==> src/rtl/mem_stage_ctrl_pkg.sv <==
// Shared EX/MEM and MEM/WB field layout, controller state encoding and bundle helpers.
package pipe_pkg;

  localparam int unsigned EXMEM_W       = 67;
  localparam int unsigned MEMWB_BUS_W   = 42;

  // EX/MEM field positions
  localparam int unsigned EX_FLAGS_LSB  = 0;
  localparam int unsigned EX_FLAGS_W    = 3;
  localparam int unsigned EX_ALU_LSB    = 3;
  localparam int unsigned EX_DATA_LSB   = 19;
  localparam int unsigned EX_DEST_LSB   = 35;
  localparam int unsigned EX_DEST_W     = 4;
  localparam int unsigned EX_MEMREAD    = 39;
  localparam int unsigned EX_MEMWRITE   = 40;
  localparam int unsigned EX_MEMTOREG   = 41;
  localparam int unsigned EX_REGWRITE   = 42;
  localparam int unsigned EX_WRITEFLAG  = 43;
  localparam int unsigned EX_RWSEL      = 44;
  localparam int unsigned EX_NPC_LSB    = 45;
  localparam int unsigned WORD_W        = 16;

  // Controller states
  localparam logic [1:0] S_IDLE = 2'd0;
  localparam logic [1:0] S_REQ  = 2'd1;
  localparam logic [1:0] S_WAIT = 2'd2;
  localparam logic [1:0] S_DONE = 2'd3;

  // A bubble clears RegWrite/WriteFlag so WB makes no architectural update
  localparam logic [MEMWB_BUS_W-1:0] MEMWB_BUBBLE = '0;

  // Pack MEM/WB: {nextPC, flags, RegWriteSelect, WriteFlag, RegWrite, dest, wbdata}
  function automatic logic [MEMWB_BUS_W-1:0] build_memwb(input logic [EXMEM_W-1:0] ex,
                                                         input logic [WORD_W-1:0]  wbdata);
    return {ex[EX_NPC_LSB +: WORD_W],
            ex[EX_FLAGS_LSB +: EX_FLAGS_W],
            ex[EX_RWSEL],
            ex[EX_WRITEFLAG],
            ex[EX_REGWRITE],
            ex[EX_DEST_LSB +: EX_DEST_W],
            wbdata};
  endfunction

endpackage

==> src/rtl/mem_stage_ctrl_if.sv <==
// Data-memory request/ready bus between the MEM-stage controller and memory.
interface mem_stage_ctrl_if;
  logic        mem_en;
  logic        mem_wr;
  logic [15:0] mem_addr;
  logic [15:0] mem_wdata;
  logic [15:0] mem_rdata;
  logic        mem_ready;

  modport master (output mem_en, output mem_wr, output mem_addr, output mem_wdata,
                  input  mem_rdata, input mem_ready);
  modport slave  (input  mem_en, input mem_wr, input mem_addr, input mem_wdata,
                  output mem_rdata, output mem_ready);
endinterface

==> src/rtl/mem_stage_ctrl_wait_timer.sv <==
// Counts WAIT cycles; tc flags the last cycle allowed before the access is abandoned.
module mem_wait_timer #(
  parameter int unsigned TIMEOUT = 64
) (
  input  logic clk,
  input  logic rst,
  input  logic clr,
  input  logic en,
  output logic tc
);
  logic [7:0] count;

  // Counter: clear has priority over enable
  always_ff @(posedge clk or negedge rst) begin
    if (!rst)     count <= '0;
    else if (clr) count <= '0;
    else if (en)  count <= count + 8'd1;
  end

  assign tc = (count == 8'(TIMEOUT - 1));
endmodule

==> src/rtl/mem_stage_ctrl.sv <==
// MEM stage controller: decodes EX/MEM, sequences data-memory accesses, stalls and builds MEM/WB.
module mem_stage_ctrl
  import pipe_pkg::*;
#(
  parameter int unsigned TIMEOUT = 64,
  parameter int unsigned MEMWB_W = 42
) (
  input  logic               clk,
  input  logic               rst,
  input  logic [66:0]        exmem_q,
  output logic               stall,
  mem_stage_ctrl_if.master   mem,
  output logic [MEMWB_W-1:0] memwb_d,
  output logic               mem_err
);
  logic [1:0]  state, state_nxt;
  logic [15:0] addr_q, wdata_q, rdata_q, wbdata;
  logic        wr_q, mem_op, tmr_tc, stall_raw;
  logic [MEMWB_W-1:0] memwb_raw;
  logic        unused_rsvd;

  assign unused_rsvd = ^exmem_q[66:61];
  assign mem_op      = exmem_q[EX_MEMREAD] | exmem_q[EX_MEMWRITE];

  mem_wait_timer #(.TIMEOUT(TIMEOUT)) u_timer (
    .clk (clk),
    .rst (rst),
    .clr (state == S_REQ),
    .en  ((state == S_WAIT) && !mem.mem_ready),
    .tc  (tmr_tc)
  );

  // Next-state selection for the access sequence
  always_comb begin
    state_nxt = state;
    case (state)
      S_IDLE:  if (mem_op) state_nxt = S_REQ;
      S_REQ:   state_nxt = S_WAIT;
      S_WAIT:  if (mem.mem_ready || tmr_tc) state_nxt = S_DONE;
      default: state_nxt = S_IDLE;
    endcase
  end

  // State, request registers, read-data capture and sticky timeout flag
  always_ff @(posedge clk or negedge rst) begin
    if (!rst) begin
      state   <= S_IDLE;
      addr_q  <= '0;
      wdata_q <= '0;
      rdata_q <= '0;
      wr_q    <= 1'b0;
      mem_err <= 1'b0;
    end else begin
      state <= state_nxt;
      if (state == S_IDLE && mem_op) begin
        addr_q  <= exmem_q[EX_ALU_LSB +: WORD_W];
        wdata_q <= exmem_q[EX_DATA_LSB +: WORD_W];
        // MemWrite wins when both MemRead and MemWrite are set
        wr_q    <= exmem_q[EX_MEMWRITE];
      end
      if (state == S_WAIT) begin
        if (mem.mem_ready) begin
          rdata_q <= mem.mem_rdata;
        end else if (tmr_tc) begin
          rdata_q <= '0;
          mem_err <= 1'b1;
        end
      end
    end
  end

  // Stall and MEM/WB muxing; bubbles while an access is pending
  always_comb begin
    stall_raw = (state == S_REQ) || (state == S_WAIT) || (state == S_IDLE && mem_op);
    wbdata    = (state == S_DONE && exmem_q[EX_MEMTOREG]) ? rdata_q
                                                          : exmem_q[EX_ALU_LSB +: WORD_W];
    memwb_raw = stall_raw ? MEMWB_BUBBLE : build_memwb(exmem_q, wbdata);
  end

  // Outputs are held at zero for as long as reset is asserted
  assign stall         = rst & stall_raw;
  assign memwb_d       = rst ? memwb_raw : '0;
  assign mem.mem_en    = rst & (state == S_REQ);
  assign mem.mem_wr    = rst & wr_q;
  assign mem.mem_addr  = rst ? addr_q  : '0;
  assign mem.mem_wdata = rst ? wdata_q : '0;
endmodule

==> src/flat_wrapper.sv <==
// flat-port wrapper written by rule: the top's interface ports become plain ports
module mem_stage_ctrl_flat import pipe_pkg::*;
#(
  parameter int unsigned TIMEOUT = 64,
  parameter int unsigned MEMWB_W = 42
)
  (clk, rst, exmem_q, stall, memwb_d, mem_err, mem_mem_en, mem_mem_wr, mem_mem_addr, mem_mem_wdata, mem_mem_rdata, mem_mem_ready);
  mem_stage_ctrl_if mem_i ();
  input  logic clk;
  input  logic rst;
  input  logic [66:0] exmem_q;
  output logic stall;
  output logic [MEMWB_W-1:0] memwb_d;
  output logic mem_err;
  output wire logic [$bits(mem_i.mem_en)-1:0] mem_mem_en;
  output wire logic [$bits(mem_i.mem_wr)-1:0] mem_mem_wr;
  output wire logic [$bits(mem_i.mem_addr)-1:0] mem_mem_addr;
  output wire logic [$bits(mem_i.mem_wdata)-1:0] mem_mem_wdata;
  input wire logic [$bits(mem_i.mem_rdata)-1:0] mem_mem_rdata;
  input wire logic [$bits(mem_i.mem_ready)-1:0] mem_mem_ready;
  assign mem_mem_en = mem_i.mem_en;
  assign mem_mem_wr = mem_i.mem_wr;
  assign mem_mem_addr = mem_i.mem_addr;
  assign mem_mem_wdata = mem_i.mem_wdata;
  assign mem_i.mem_rdata = mem_mem_rdata;
  assign mem_i.mem_ready = mem_mem_ready;
  mem_stage_ctrl #(.TIMEOUT(TIMEOUT), .MEMWB_W(MEMWB_W)) u_core (.clk(clk), .rst(rst), .exmem_q(exmem_q), .stall(stall), .mem(mem_i), .memwb_d(memwb_d), .mem_err(mem_err));
endmodule
==> config.mk <==
export PLATFORM = sky130hd
export DESIGN_NAME = mem_stage_ctrl_flat
export DESIGN_NICKNAME = d
export VERILOG_FILES = /design/src/rtl/mem_stage_ctrl_pkg.sv /design/src/rtl/mem_stage_ctrl_if.sv /design/src/rtl/mem_stage_ctrl_wait_timer.sv /design/src/rtl/mem_stage_ctrl.sv /design/src/flat_wrapper.sv
export SDC_FILE = /design/constraint.sdc
export NUM_CORES = 1
export LEC_CHECK = 0
export BUFFER_PORTS_ARGS = -buffer_cell sky130_fd_sc_hd__buf_2
export CORE_ASPECT_RATIO = 0.75
export CORE_MARGIN = 3
export CORE_UTILIZATION = 35
export DETAILED_ROUTE_END_ITERATION = 8
export HOLD_SLACK_MARGIN = 0.06
export PLACE_DENSITY = 0.67
export SLEW_MARGIN = 25
export SYNTH_ARGS = -nofsm -noshare
export SYNTH_HDL_FRONTEND = slang
export SYNTH_SLANG_ARGS = --single-unit
==> constraint.sdc <==
create_clock -name clk -period 2.6 [get_ports clk]
set_clock_uncertainty 0.2 [all_clocks]
set_input_delay 0.39 -clock clk [delete_from_list [all_inputs] [get_ports clk]]
set_output_delay 0.39 -clock clk [all_outputs]
set_load 0.01 [all_outputs]
# Word-level counts from Yosys, hierarchy flattened
# Index checks and enable logic that the tools add are counted.
# W data, S select, Z words.
[classes]
add_sub_neg = 1
n_eq_ne = 6
mux = 12
bitwise_logic = 5
reduce_logical = 13
[ops]
columns = ["op", "n"]
rows = [
  ["$mux W42", 2],
  ["$mux W16", 5],
  ["$mux W8", 2],
  ["$add A8 B1 Y8 const B", 1],
  ["$eq A8 B6 Y1 const B", 1],
  ["$pmux W2 S3", 1],
  ["$eq A2 B2 Y1 const B", 2],
  ["$mux W2", 2],
  ["$ne A2 B1 Y1 const B", 2],
  ["$reduce_and A2 Y1", 2],
  ["$reduce_bool A2 Y1", 2],
  ["$and A1 B1 Y1", 3],
  ["$logic_and A1 B1 Y1", 3],
  ["$logic_or A1 B1 Y1", 3],
  ["$reduce_and A3 Y1", 1],
  ["$eq A2 B1 Y1 const B", 1],
  ["$logic_not A2 Y1", 1],
  ["$logic_not A1 Y1", 1],
  ["$not A1 Y1", 1],
  ["$or A1 B1 Y1", 1],
]
[totals]
reg_bits = 60
inputBits = 86

# Longest topological paths before layout
[depth]
ltp_word = 5
depth_mapped = 7
depth_no_buf = 6

# Hierarchy
# Synthesis repeated with hierarchy kept, for this count alone.
[hier_totals]
hier_cells = 291
hier_area_um2 = 3045.4
[by_module_without_submodules]
columns = ["module", "instances", "cells_per_inst", "area_each_um2", "seq_area_each_um2"]
rows = [
  ["mem_stage_ctrl", 1, 252, 2655.0, 1301.2],
  ["mem_wait_timer", 1, 39, 390.4, 200.2],
]

# Worst setup path before layout
# OpenSTA, ideal clock, no wires.
[synth_timing]
path_kind = "register -> output"
start = "reg u_core.state[0]"
end = "out memwb_d[10]"
arrival_ns = 1.536
slack_ns = 0.474
stages_incl_launch_ff = 8
n_path_buf = 1
cell_sequence = "dfrtp_1 > inv_1 > ha_1 > o21a_1 > nor2_1 > nand2_1 > buf_6 > a21oi_1"
[synth_between]
elab_chain_len = 5
word_cells_on_any_way = 11
cone_classes = "3 x eq/ne; 3 x mux; 5 x reduce/logical"
[synth_rtl]
columns = ["item", "line_no", "rtl"]
rows = [
  ["from (decl)", "mem_stage_ctrl.sv:16", "logic [1:0] state, state_nxt;"],
  ["from (signal assigned)", "mem_stage_ctrl.sv:54", "state <= state_nxt;"],
  ["$eq A2 B2 Y1 (tied with other cells)", "mem_stage_ctrl.sv:75", "wbdata = (state == S_DONE && exmem_q[EX_MEMTOREG]) ? rdata_q"],
  ["$logic_and A1 B1 Y1 (tied with other cells)", "mem_stage_ctrl.sv:75", ""],
  ["$mux W16 / $logic_or A1 B1 Y1 (equally long branches)", "mem_stage_ctrl.sv:75, mem_stage_ctrl.sv:74", ""],
  ["$mux W42 *", "mem_stage_ctrl.sv:77", "memwb_raw = stall_raw ? MEMWB_BUBBLE : build_memwb(exmem_q, wbdata);"],
  ["$mux W42 *", "mem_stage_ctrl.sv:82", "assign memwb_d = rst ? memwb_raw : '0;"],
  ["to (decl)", "flat_wrapper.sv:13", "output logic [MEMWB_W-1:0] memwb_d;"],
]
# Mark *: on every way between the ends. The rest lies on a longest branch, timed or not.

# Worst setup path in the final report
[layout_timing]
start = "reg u_core.state[1]"
end = "out memwb_d[9]"
# Same word-level chain as after synthesis.

==> results.py <==
metrics = {
    "layout": {
        "layout_commonest_cell": "buf_2",
        "layout-drive-gt1-share_pct": 36.1,
        "stdcell_area_sq_mm": 0.00445,
        "diodes": 0,
        "area_growth_pct": 44.4,
        "n_fill_cell": 781,
        "layout.nets": 621,
        "mostFrequentLayoutCells": "156 x buf_2, 137 x nand2_1, 62 x and2_1, 60 x dfrtp_1, 16 x a22o_1",
        "stdcell_count": 639,
    },
    "timing": {
        "period_minus_slack_ns": 2.47,
        "fmax_ghz": 0.405,
        "worst_pin_slew_ns": 0.731,
        "drv_slew": 0,
        "slew-limit-headroom_pct": 51.3,
        "post-route-period-util_pct": 94.9,
        "hold_violations": 0,
        "tns_ns": 0,
        "setup_viol": 0,
        "fin_hold_ws_ns": 0.0725,
    },
    "place": {
        "io_buffers": 157,
        "dp.cells": 607,
        "gp_congestion": 0.811,
        "dpl.hpwl_mm": 6.44,
        "dpl_cell_area_sq_mm": 0.00398,
    },
    "power_and_ir_drop": {
        "comb_power_share_pct": 41.4,
        "p_leak_nw": 2.52,
        "switchingPower_mw": 1.72,
        "p_clk_share_pct": 25.4,
        "powerDensity_mw_per_mm2": 1040,
        "p_int_mw": 2.92,
        "total_power_mw": 4.64,
        "peakVddDrop_v": 0.000488,
        "switching_share_pct": 37.0,
        "pwr-share-seq_pct": 33.2,
    },
    "routing": {
        "drtIter0Drc": 129,
        "avgViaCountPerCell": 4.69,
        "drt_pre_antenna_iters": 4,
        "wl_per_cell_microns": 13.6,
        "drt_wl_total_mm": 8.67,
        "ant_nets": 0,
        "drc": 0,
        "vias": 2997,
    },
    "floorplan": {
        "core-area_sq_mm": 0.00823,
        "dieArea_sq_mm": 0.00997,
        "die_h_microns": 87.2,
        "start_util_pct": 37.4,
        "io_pins": 164,
        "fp-row-count": 28,
        "die_w_microns": 114,
    },
    "synthesis": {
        "yosysWarnings": 0,
        "ys_seq_area_share_pct": 48.7,
        "synth_top_cell_by_area": "dfrtp_1",
        "syn_area_per_cell_sq_um": 8.60,
        "synth-seq-cells": 60,
        "synth_nets": 450,
        "synth_top_area_share_pct": 48.7,
        "synth_area_sq_mm": 0.00308,
        "yosysUniqueCellTypes": 32,
        "synthTopCellsByArea": "dfrtp_1 49%, nand2_1 17%, and2_1 13%",
        "syn-instance-count": 358,
    },
    "global_route": {
        "grt_pass1_wl_mm": 14.0,
        "grt_start_max_net_pins": 55,
        "grt_usage_pct": 17.9,
        "antenna_found_initial": 0,
        "grt_overflow": 0,
        "grt_pass1_vias": 2906,
    },
    "worst_setup_path": {
        "required_ns": 2.01,
        "end_kind": "output pin",
        "cp-start-kind": "flop",
        "path_class": "reg -> out",
        "cp.arrival_ns": 1.88,
        "cp_max_fo": 16,
    },
    "cts": {
        "htree_levels": 3,
        "path_clk_slew_ns": 0.06,
        "cts_buffer_depth": 2,
        "cts_tree": "yes",
        "cts-root-buf": "clkbuf_16",
        "cts_sinks": 60,
        "cts_buffers": 9,
        "clk_latency_ns": 0.32,
    },
    "worst_hold_path": {
        "holdCritPathClass": "in -> reg",
    },
    "run_status": {
        "status": "finished, final reports clean",
    },
    "job": {
        "cap_violations": 0,
    },
}
## state kept, by name, summed over array words and instances (netlist names)
| signal | flops |
|---|---|
| u_core.wr_q | 1 |
| u_core.rdata_q | 16 |
| u_core.addr_q | 16 |
| u_core.u_timer.count | 8 |
| u_core.mem_err | 1 |
| u_core.wdata_q | 16 |
| u_core.state | 2 |
## layer usage
| metal | wire length [microns] | global-route usage, % | share of wire (%) | vias up |
|---|---|---|---|---|
| li1 | - | - | - | 1479 |
| met1 | 3760 | 22.8 | 43 | 1364 |
| met2 | 3910 | 29.3 | 45 | 140 |
| met3 | 807 | 5.63 | 9.3 | 14 |
| met4 | 199 | 5.61 | 2.3 | 0 |
| met5 | 0 | 0 | 0 | - |
## cells in the mapped netlist (all sizes together)
master	instances
nand2	138
and2	63
dfrtp	60
a21oi	17
clkbuf	17
a22o	16
nor2	10
ha	6
xor2	4
buf	3
xnor2	3
inv	2
nand4	2
nor2b	2
nor3	2
o21ai	2
a21o	1
a2bb2oi	1
and3	1
and4b	1
mux2	1
mux2i	1
nand2b	1
nand3	1
nor4	1
o21a	1
o21bai	1
## cells by family after synthesis
kind of cell / after synthesis / synth area share (%)
simple gates: 222 / 33.9
flops: 60 / 48.7
compound gates: 39 / 8.98
buf+inv: 22 / 3.29
xor+xnor: 7 / 1.99
fa+ha+maj: 6 / 2.44
mux: 2 / 0.690
## power groups by stage
stage,Sequential [mW],Combinational (mW),Clock (mW)
floorplan,1.49,1.26,0
global placement,1.54,1.83,0
detailed placement,1.55,1.88,0
global route,1.59,2.19,1.25
CTS,1.54,1.92,1.21
finish,1.54,1.92,1.18
## worst max-delay path, cell delays in order, from the launching register on
cell and delay (ns):
dfrtp_1 0.40, inv_1 0.09, ha_2 0.21, o21a_1 0.16, nor2_4 0.12, nand2_1 0.06
buf_4 0.20, a21oi_1 0.15, buf_2 0.15
## path summary, 6_finish.rpt
kind / endpoint / slack, ns / depth (start not counted) / from
max reg2reg: u_core.rdata_q[11] / 0.73 / 5 / u_core.u_timer.count[0]
max in group asynchronous: u_core.rdata_q[11] / 1.24 / 4 / rst
max: memwb_d[9] / 0.13 / 8 / u_core.state[1]
min in group asynchronous: u_core.rdata_q[3] / 0.28 / 2 / rst
min reg2reg: u_core.wdata_q[12] / 0.27 / 2 / u_core.wdata_q[12]
min: u_core.wdata_q[11] / 0.07 / 3 / exmem_q[30]
## stage by stage
| stage | setup WS, ns | utilization, % |
|---|---|---|
| after floorplan | 0.474 | - |
| final | 0.133 | 54.0 |
| after CTS | 0.0133 | 53.7 |
| after detailed placement | 0.273 | 48.3 |
| after global routing | -0.0123 | 54.0 |
| after global placement | 0.295 | 48.3 |
## cell type report
| type | instances | area, sq um | area share (%) |
|---|---|---|---|
| Sequential cell | 60 | 1500 | 33.8 |
| Timing Repair Buffer | 180 | 1010 | 22.7 |
| Inverter | 2 | 7.51 | 0.169 |
| Clock buffer | 9 | 225 | 5.06 |
| Multi-Input combinational cell | 276 | 1500 | 33.7 |
| Tap cell | 105 | 131 | 2.95 |
| Clock inverter | 7 | 73.8 | 1.66 |
## repair_timing
action	in CTS	in global routing
hold buffers	14	0
endpoints found under the hold margin	63	0
resized for setup	2	3
buffers inserted	0	2
endpoints found under the setup margin	42	42
(Power assumes the default switching activity.)
